File: src/rtl/arrow_round_scheduler.sv
// arrow_round_scheduler: sequences arrow-game rounds. Each round spawns an arrow,
// opens a tick-timed hit window, judges the button presses, updates score and
// combo, then blanks the display for a gap before the next spawn.
// Optional feature macro: DOUBLE_ARROW_EN (two-button arrows, codes 14..19).
module arrow_round_scheduler #(
  parameter int         WINDOW_TICKS = 4,
  parameter int         GAP_TICKS    = 1,
  parameter int         COMBO_STEP   = 5,
  parameter logic [4:0] ARROW_UP     = 5'd10,
  parameter logic [4:0] ARROW_DOWN   = 5'd11,
  parameter logic [4:0] ARROW_LEFT   = 5'd12,
  parameter logic [4:0] ARROW_RIGHT  = 5'd13,
  parameter logic [4:0] ARROW_NONE   = 5'd20
) (
  input  logic       clk_i,
  input  logic       rst_i,
  input  logic [1:0] game_state_i,
  input  logic       tick_i,
  input  logic [5:0] rand_i,
  input  logic [3:0] btn_i,
  output logic [4:0] arrow_code_o,
  output logic [7:0] score_o,
  output logic [7:0] combo_o,
  output logic       hit_o,
  output logic       miss_o,
  output logic       combo_hit_o
);

`ifdef DOUBLE_ARROW_EN
  localparam logic [4:0] ARROW_UP_DOWN = 5'd14;
`endif

  localparam logic [3:0] WIN_T = 4'(WINDOW_TICKS);
  localparam logic [3:0] GAP_T = 4'(GAP_TICKS);

  typedef enum logic [2:0] {S_IDLE, S_SPAWN, S_WAIT, S_HIT, S_MISS, S_GAP} state_t;

  state_t     state_q;
  logic [3:0] req_q, pressed_q, cnt_q;
  logic [4:0] arrow_q;
  logic [7:0] score_q, combo_q;
  logic       hit_q, miss_q, chit_q;

  logic       in_game, in_reset;
  logic [3:0] spawn_mask, pressed_d, cnt_d;
  logic [4:0] spawn_code;
  logic [7:0] score_d, combo_d;
  logic       wrong, milestone;

  assign in_game   = (game_state_i == 2'd0);
  assign in_reset  = (game_state_i == 2'd2);
  assign pressed_d = pressed_q | btn_i;
  assign wrong     = |(btn_i & ~req_q);
  assign cnt_d     = cnt_q + 4'd1;
  assign score_d   = (score_q == 8'hFF) ? score_q : score_q + 8'd1;
  assign combo_d   = (combo_q == 8'hFF) ? combo_q : combo_q + 8'd1;
  assign milestone = (combo_d != 8'd0) && ((int'(combo_d) % COMBO_STEP) == 0);

  // Decode the random value into the required button mask and display code.
  always_comb begin
    spawn_mask = 4'b0001;
    spawn_code = ARROW_UP;
    unique case (rand_i[1:0])
      2'd0: begin spawn_mask = 4'b0001; spawn_code = ARROW_UP;    end
      2'd1: begin spawn_mask = 4'b0010; spawn_code = ARROW_DOWN;  end
      2'd2: begin spawn_mask = 4'b0100; spawn_code = ARROW_LEFT;  end
      default: begin spawn_mask = 4'b1000; spawn_code = ARROW_RIGHT; end
    endcase
`ifdef DOUBLE_ARROW_EN
    if (rand_i[5] && (rand_i[4:2] < 3'd6)) begin
      spawn_code = ARROW_UP_DOWN + 5'(rand_i[4:2]);
      unique case (rand_i[4:2])
        3'd0:    spawn_mask = 4'b0011;
        3'd1:    spawn_mask = 4'b0101;
        3'd2:    spawn_mask = 4'b1001;
        3'd3:    spawn_mask = 4'b0110;
        3'd4:    spawn_mask = 4'b1010;
        default: spawn_mask = 4'b1100;
      endcase
    end
`endif
  end

`ifndef DOUBLE_ARROW_EN
  logic unused_rand;
  assign unused_rand = ^rand_i[5:2];
`endif

  // Round FSM with registered outputs; only GAME advances, RESET clears, PAUSE holds.
  always_ff @(posedge clk_i or posedge rst_i) begin
    if (rst_i) begin
      state_q <= S_IDLE; req_q <= '0; pressed_q <= '0; cnt_q <= '0;
      arrow_q <= ARROW_NONE; score_q <= '0; combo_q <= '0;
      hit_q <= 1'b0; miss_q <= 1'b0; chit_q <= 1'b0;
    end else if (in_reset) begin
      state_q <= S_IDLE; req_q <= '0; pressed_q <= '0; cnt_q <= '0;
      arrow_q <= ARROW_NONE; score_q <= '0; combo_q <= '0;
      hit_q <= 1'b0; miss_q <= 1'b0; chit_q <= 1'b0;
    end else if (in_game) begin
      hit_q  <= 1'b0;
      miss_q <= 1'b0;
      chit_q <= 1'b0;
      unique case (state_q)
        S_IDLE: state_q <= S_SPAWN;
        S_SPAWN: begin
          req_q     <= spawn_mask;
          arrow_q   <= spawn_code;
          cnt_q     <= '0;
          pressed_q <= '0;
          state_q   <= S_WAIT;
        end
        S_WAIT: begin
          pressed_q <= pressed_d;
          // Wrong button beats everything; a completing press beats the timeout tick.
          if (wrong) begin
            miss_q <= 1'b1; state_q <= S_MISS;
          end else if (pressed_d == req_q) begin
            hit_q <= 1'b1; state_q <= S_HIT;
          end else if (tick_i) begin
            cnt_q <= cnt_d;
            if (cnt_d == WIN_T) begin
              miss_q <= 1'b1; state_q <= S_MISS;
            end
          end
        end
        S_HIT: begin
          score_q <= score_d;
          combo_q <= combo_d;
          chit_q  <= milestone;
          arrow_q <= ARROW_NONE;
          cnt_q   <= '0;
          state_q <= S_GAP;
        end
        S_MISS: begin
          combo_q <= '0;
          arrow_q <= ARROW_NONE;
          cnt_q   <= '0;
          state_q <= S_GAP;
        end
        S_GAP: begin
          if (tick_i) begin
            cnt_q <= cnt_d;
            if (cnt_d == GAP_T) state_q <= S_SPAWN;
          end
        end
        default: state_q <= S_IDLE;
      endcase
    end
  end

  // Pulses are suppressed whenever the game is not running.
  assign arrow_code_o = arrow_q;
  assign score_o      = score_q;
  assign combo_o      = combo_q;
  assign hit_o        = hit_q  & in_game;
  assign miss_o       = miss_q & in_game;
  assign combo_hit_o  = chit_q & in_game;

endmodule

File: config.mk
export PLATFORM = sky130hd
export DESIGN_NAME = arrow_round_scheduler
export DESIGN_NICKNAME = d
export VERILOG_FILES = /design/src/rtl/arrow_round_scheduler.sv
export SDC_FILE = /design/constraint.sdc
export NUM_CORES = 1
export LEC_CHECK = 0
export CAP_MARGIN = 20
export CORE_ASPECT_RATIO = 1.4
export CORE_MARGIN = 10
export CORE_UTILIZATION = 45
export DETAILED_ROUTE_END_ITERATION = 10
export PLACE_DENSITY = 0.66
export RECOVER_POWER = 50
export SLEW_MARGIN = 10
export SYNTH_ARGS = -nofsm -noshare
export SYNTH_HDL_FRONTEND = slang
export SYNTH_SLANG_ARGS = --single-unit
File: constraint.sdc
create_clock -name clk_i -period 12.1 [get_ports clk_i]
set_input_delay 3.025 -clock clk_i [delete_from_list [all_inputs] [get_ports clk_i]]
set_output_delay 3.025 -clock clk_i [all_outputs]
set_load 0.02 [all_outputs]
==> results.sh <==
export IMPL_status="finished with violations"
export IMPL_violations="max-capacitance violations, max-slew violations"
export IMPL_final_area_mm2=0.00456
export IMPL_cts_setup_buffers=0
export IMPL_switchingPower_uw=153
export IMPL_min_from="req_q[1]"
export IMPL_syn_nets=566
export IMPL_antenna_found_initial=0
export IMPL_hold_depth=2
export IMPL_dpl_cell_area_mm2=0.00442
export IMPL_path_class="reg2reg"
export IMPL_power_density_mw_per_mm2=95.2
export IMPL_overflow=0
export IMPL_ant_nets=0
export IMPL_synth_xor_area_share_pct=4.52
export IMPL_worstHoldEndpoint="req_q[1]"
export IMPL_drc=0
export IMPL_tns_ns=0
export IMPL_clock_skew_ns=0.00342
export IMPL_power_leakage_uw=0.00184
export IMPL_synth_compound_area_share_pct=31.1
export IMPL_dr_total_vias=4231
export IMPL_worstPathRequired_ns=12.29
export IMPL_drv_slew=40
export IMPL_yosys_area_share_simple_pct=29.3
export IMPL_ys_flop_type="dfrtp_1"
export IMPL_use_met3_pct=2.14
export IMPL_synth_top_family_by_area="compound AO/OA/AOI/OAI gates"
export IMPL_ios=39
export IMPL_p_int_uw=281
export IMPL_fmax_ghz=0.115
export IMPL_rows=41
export IMPL_cts_buffers=5
export IMPL_synthAdderAreaFrac_pct=3.07
export IMPL_clk_pin_slew_worst_paths_ns=0.06
export IMPL_r2r_cells=29
export IMPL_netlist_area_mm2=0.00407
export IMPL_post_route_util_pct=51.1
export IMPL_preCtsSetupSlack_ns=3.60
export IMPL_rsz0062_at_grt="false"
export IMPL_cts_resized=0
export IMPL_dp_hpwl_um=9100
export IMPL_ys_top_cells_by_area="dfrtp_1 23%, o21ai_0 5.3%, nand2_1 5.1%"
export IMPL_grt_pass1_vias=4016
export IMPL_cap_violations=1
export IMPL_finalWorstSetupSlack_ns=3.43
export IMPL_place_gp_congestion=0.921
export IMPL_combPwrFrac_pct=29.5
export IMPL_area_growth_syn_to_layout_pct=12.0
export IMPL_worst_pin_slew_ns=2.11
export IMPL_grt_max_degree=40
export IMPL_final_cells=666
export IMPL_clockBufferDepth=2
export IMPL_drtIter0Drc=280
export IMPL_worst_skew_pair_late_latency_ns=0.29
export IMPL_synthMuxAreaShare_pct=2.52
export IMPL_crit_path_top_delay_cell="o31ai_1"
export IMPL_first_pass_iters=5
export IMPL_synth_cell_type_count=81
export IMPL_grtUsageMet1_pct=19.1
export IMPL_place_inst=658
export IMPL_yosysMostFrequentCell="nand2_1"
export IMPL_fp_dieH_um=133
export IMPL_grt_usage_pct=17.1
export IMPL_irDropWorstVdd_mv=0.108
export IMPL_dieArea_mm2=0.0133
export IMPL_wl_per_cell_um=17.5
export IMPL_yosys_area_top_type="dfrtp_1"
export IMPL_fin_nets=583
export IMPL_use_met2_pct=30.6
export IMPL_fin_crit_ns=8.67
export IMPL_crit_fanout=13
export IMPL_htreeDepth=2
export IMPL_diodes=0
export IMPL_period_share_pct=71.7
export IMPL_worstPathArrival_ns=8.86
export IMPL_cts_tree="built"
export IMPL_cp_top_family="simple AND/OR/NAND/NOR gates"
export IMPL_rr_endpoint="chit_q"
export IMPL_switching_share_pct=35.2
export IMPL_ys_top_cells_by_count="55 x nand2_1, 53 x nor2_1, 43 x o21ai_0"
export IMPL_vias_per_cell=6.35
export IMPL_seq_power_share_pct=40.9
export IMPL_slowest_delay_ns=0.76
export IMPL_n_fill_cell=894
export IMPL_slew_headroom_pct=-40.4
export IMPL_yosysSeqAreaShare_pct=24.0
export IMPL_hold_buffers=0
export IMPL_top_usage_layer="met2"
export IMPL_critPathBufInv=3
export IMPL_synth_seq_cells=39
export IMPL_synth_edff_count=0
export IMPL_drive_gt1_share_pct=5.55
export IMPL_port_buffers=34
export IMPL_hold_path_class="reg2reg"
export IMPL_syn_instance_count=541
export IMPL_root_buffer="clkbuf_16"
export IMPL_synthArstFlopShare_pct=100
export IMPL_reg2reg_from="combo_o[0]"
export IMPL_ys_warn_count=0
export IMPL_finalHoldViolations=0
export IMPL_initial_core_util_pct=45.6
export IMPL_grt_pass1_wl_um=19300
export IMPL_r2r_slack_ns=3.43
export IMPL_power_share_clock_pct=29.6
export IMPL_die_x_um=100
export IMPL_wl_um=11700
export IMPL_coreArea_mm2=0.00893
export IMPL_cts_sinks=39
export IMPL_end_kind="register"
export IMPL_cp_start_kind="register"
export IMPL_cpMostUsedCell="ha_1"
export IMPL_synth_top_area_share_pct=22.7
export IMPL_avgSynthCellArea_um2=7.53
export IMPL_setup_viol=0
[worst reg2reg max path: cells and delay by family, from the launching register on]
kind                     cells  cell delay, ns
AND/OR/NAND/NOR             14            3.54
AO/OA/AOI/OAI                6            2.51
adder cells (fa/ha/maj)      5            1.50
flip-flops                   1            0.53
buffers and inverters        3            0.33
XOR/XNOR                     1            0.19
[routing by layer]
metal	share of wire [%]	wire, µm
met5	0	0
met2	52	6090
met4	2.5	289
met3	4.3	499
met1	41	4790
[layout make-up]
class	instances	area (µm²)	area share, %
clock buffers	6	129	2.83
multi-input cells	453	2870	62.9
flip-flops and latches	39	978	21.5
repair buffers	35	344	7.55
inverters	24	92.6	2.03
well taps	107	134	2.94
clock inverters	2	12.5	0.274
[flip-flops by register name (all words and copies together) (netlist names)]
register,flops
cnt_q,4
combo_o,8
hit_q,1
pressed_q,4
req_q,4
score_o,8
arrow_code_o,5
state_q,3
chit_q,1
miss_q,1
[worst max-delay path by stage]
stage                     from     end  cells after the start
floorplan           combo_o[0]  chit_q                     33
global placement    combo_o[0]  chit_q                     29
detailed placement  combo_o[0]  chit_q                     29
CTS                 combo_o[0]  chit_q                     29
global route        combo_o[0]  chit_q                     29
finish              combo_o[0]  chit_q                     29
[power groups by stage]
stage                     clock network (µW)  registers, µW  logic, µW
after global placement                     0            178        127
after global routing                     136            181        146
after detailed placement                   0            179        130
final                                    128            177        128
after CTS                                131            177        131
after floorplan                            0            181       82.0
[cell usage in the layout, fill, tap and decap left out, drive strengths merged, types with 8 or more instances in the layout]
| cell | netlist | layout |
|---|---|---|
| clkdlybuf4s50 | 0 | 21 |
| nand3 | 24 | 24 |
| nor2 | 53 | 53 |
| ha | 10 | 10 |
| inv | 24 | 24 |
| dlygate4sd3 | 0 | 13 |
| a211oi | 8 | 8 |
| a21oi | 30 | 30 |
| o21ai | 49 | 49 |
| nand2b | 12 | 12 |
| nand4 | 12 | 12 |
| o31ai | 8 | 8 |
| dfrtp | 37 | 37 |
| nor4 | 12 | 12 |
| a21o | 9 | 9 |
| xor2 | 8 | 8 |
| nand2 | 55 | 55 |
| and2 | 12 | 12 |
| a31oi | 10 | 10 |
| nor3 | 14 | 14 |
| mux2i | 8 | 8 |
| xnor2 | 13 | 13 |
[metrics by stage]
| stage | total power [µW] | hold slack (ns) |
|---|---|---|
| floorplan | 263 | 0.443 |
| global placement | 305 | 0.461 |
| detailed placement | 309 | 0.468 |
| CTS | 439 | 0.486 |
| global route | 463 | 0.506 |
| finish | 434 | 0.480 |
[cells by family (layout without fill, tap and decap cells)]
logic type,Yosys count,count (layout)
AO/OA/AOI/OAI,182,182
multiplexers,10,10
XOR/XNOR,21,21
flip-flops,39,39
adder cells (fa/ha/maj),10,10
buffers and inverters,49,67
AND/OR/NAND/NOR,230,230
Power figures use the tool's default switching activity.
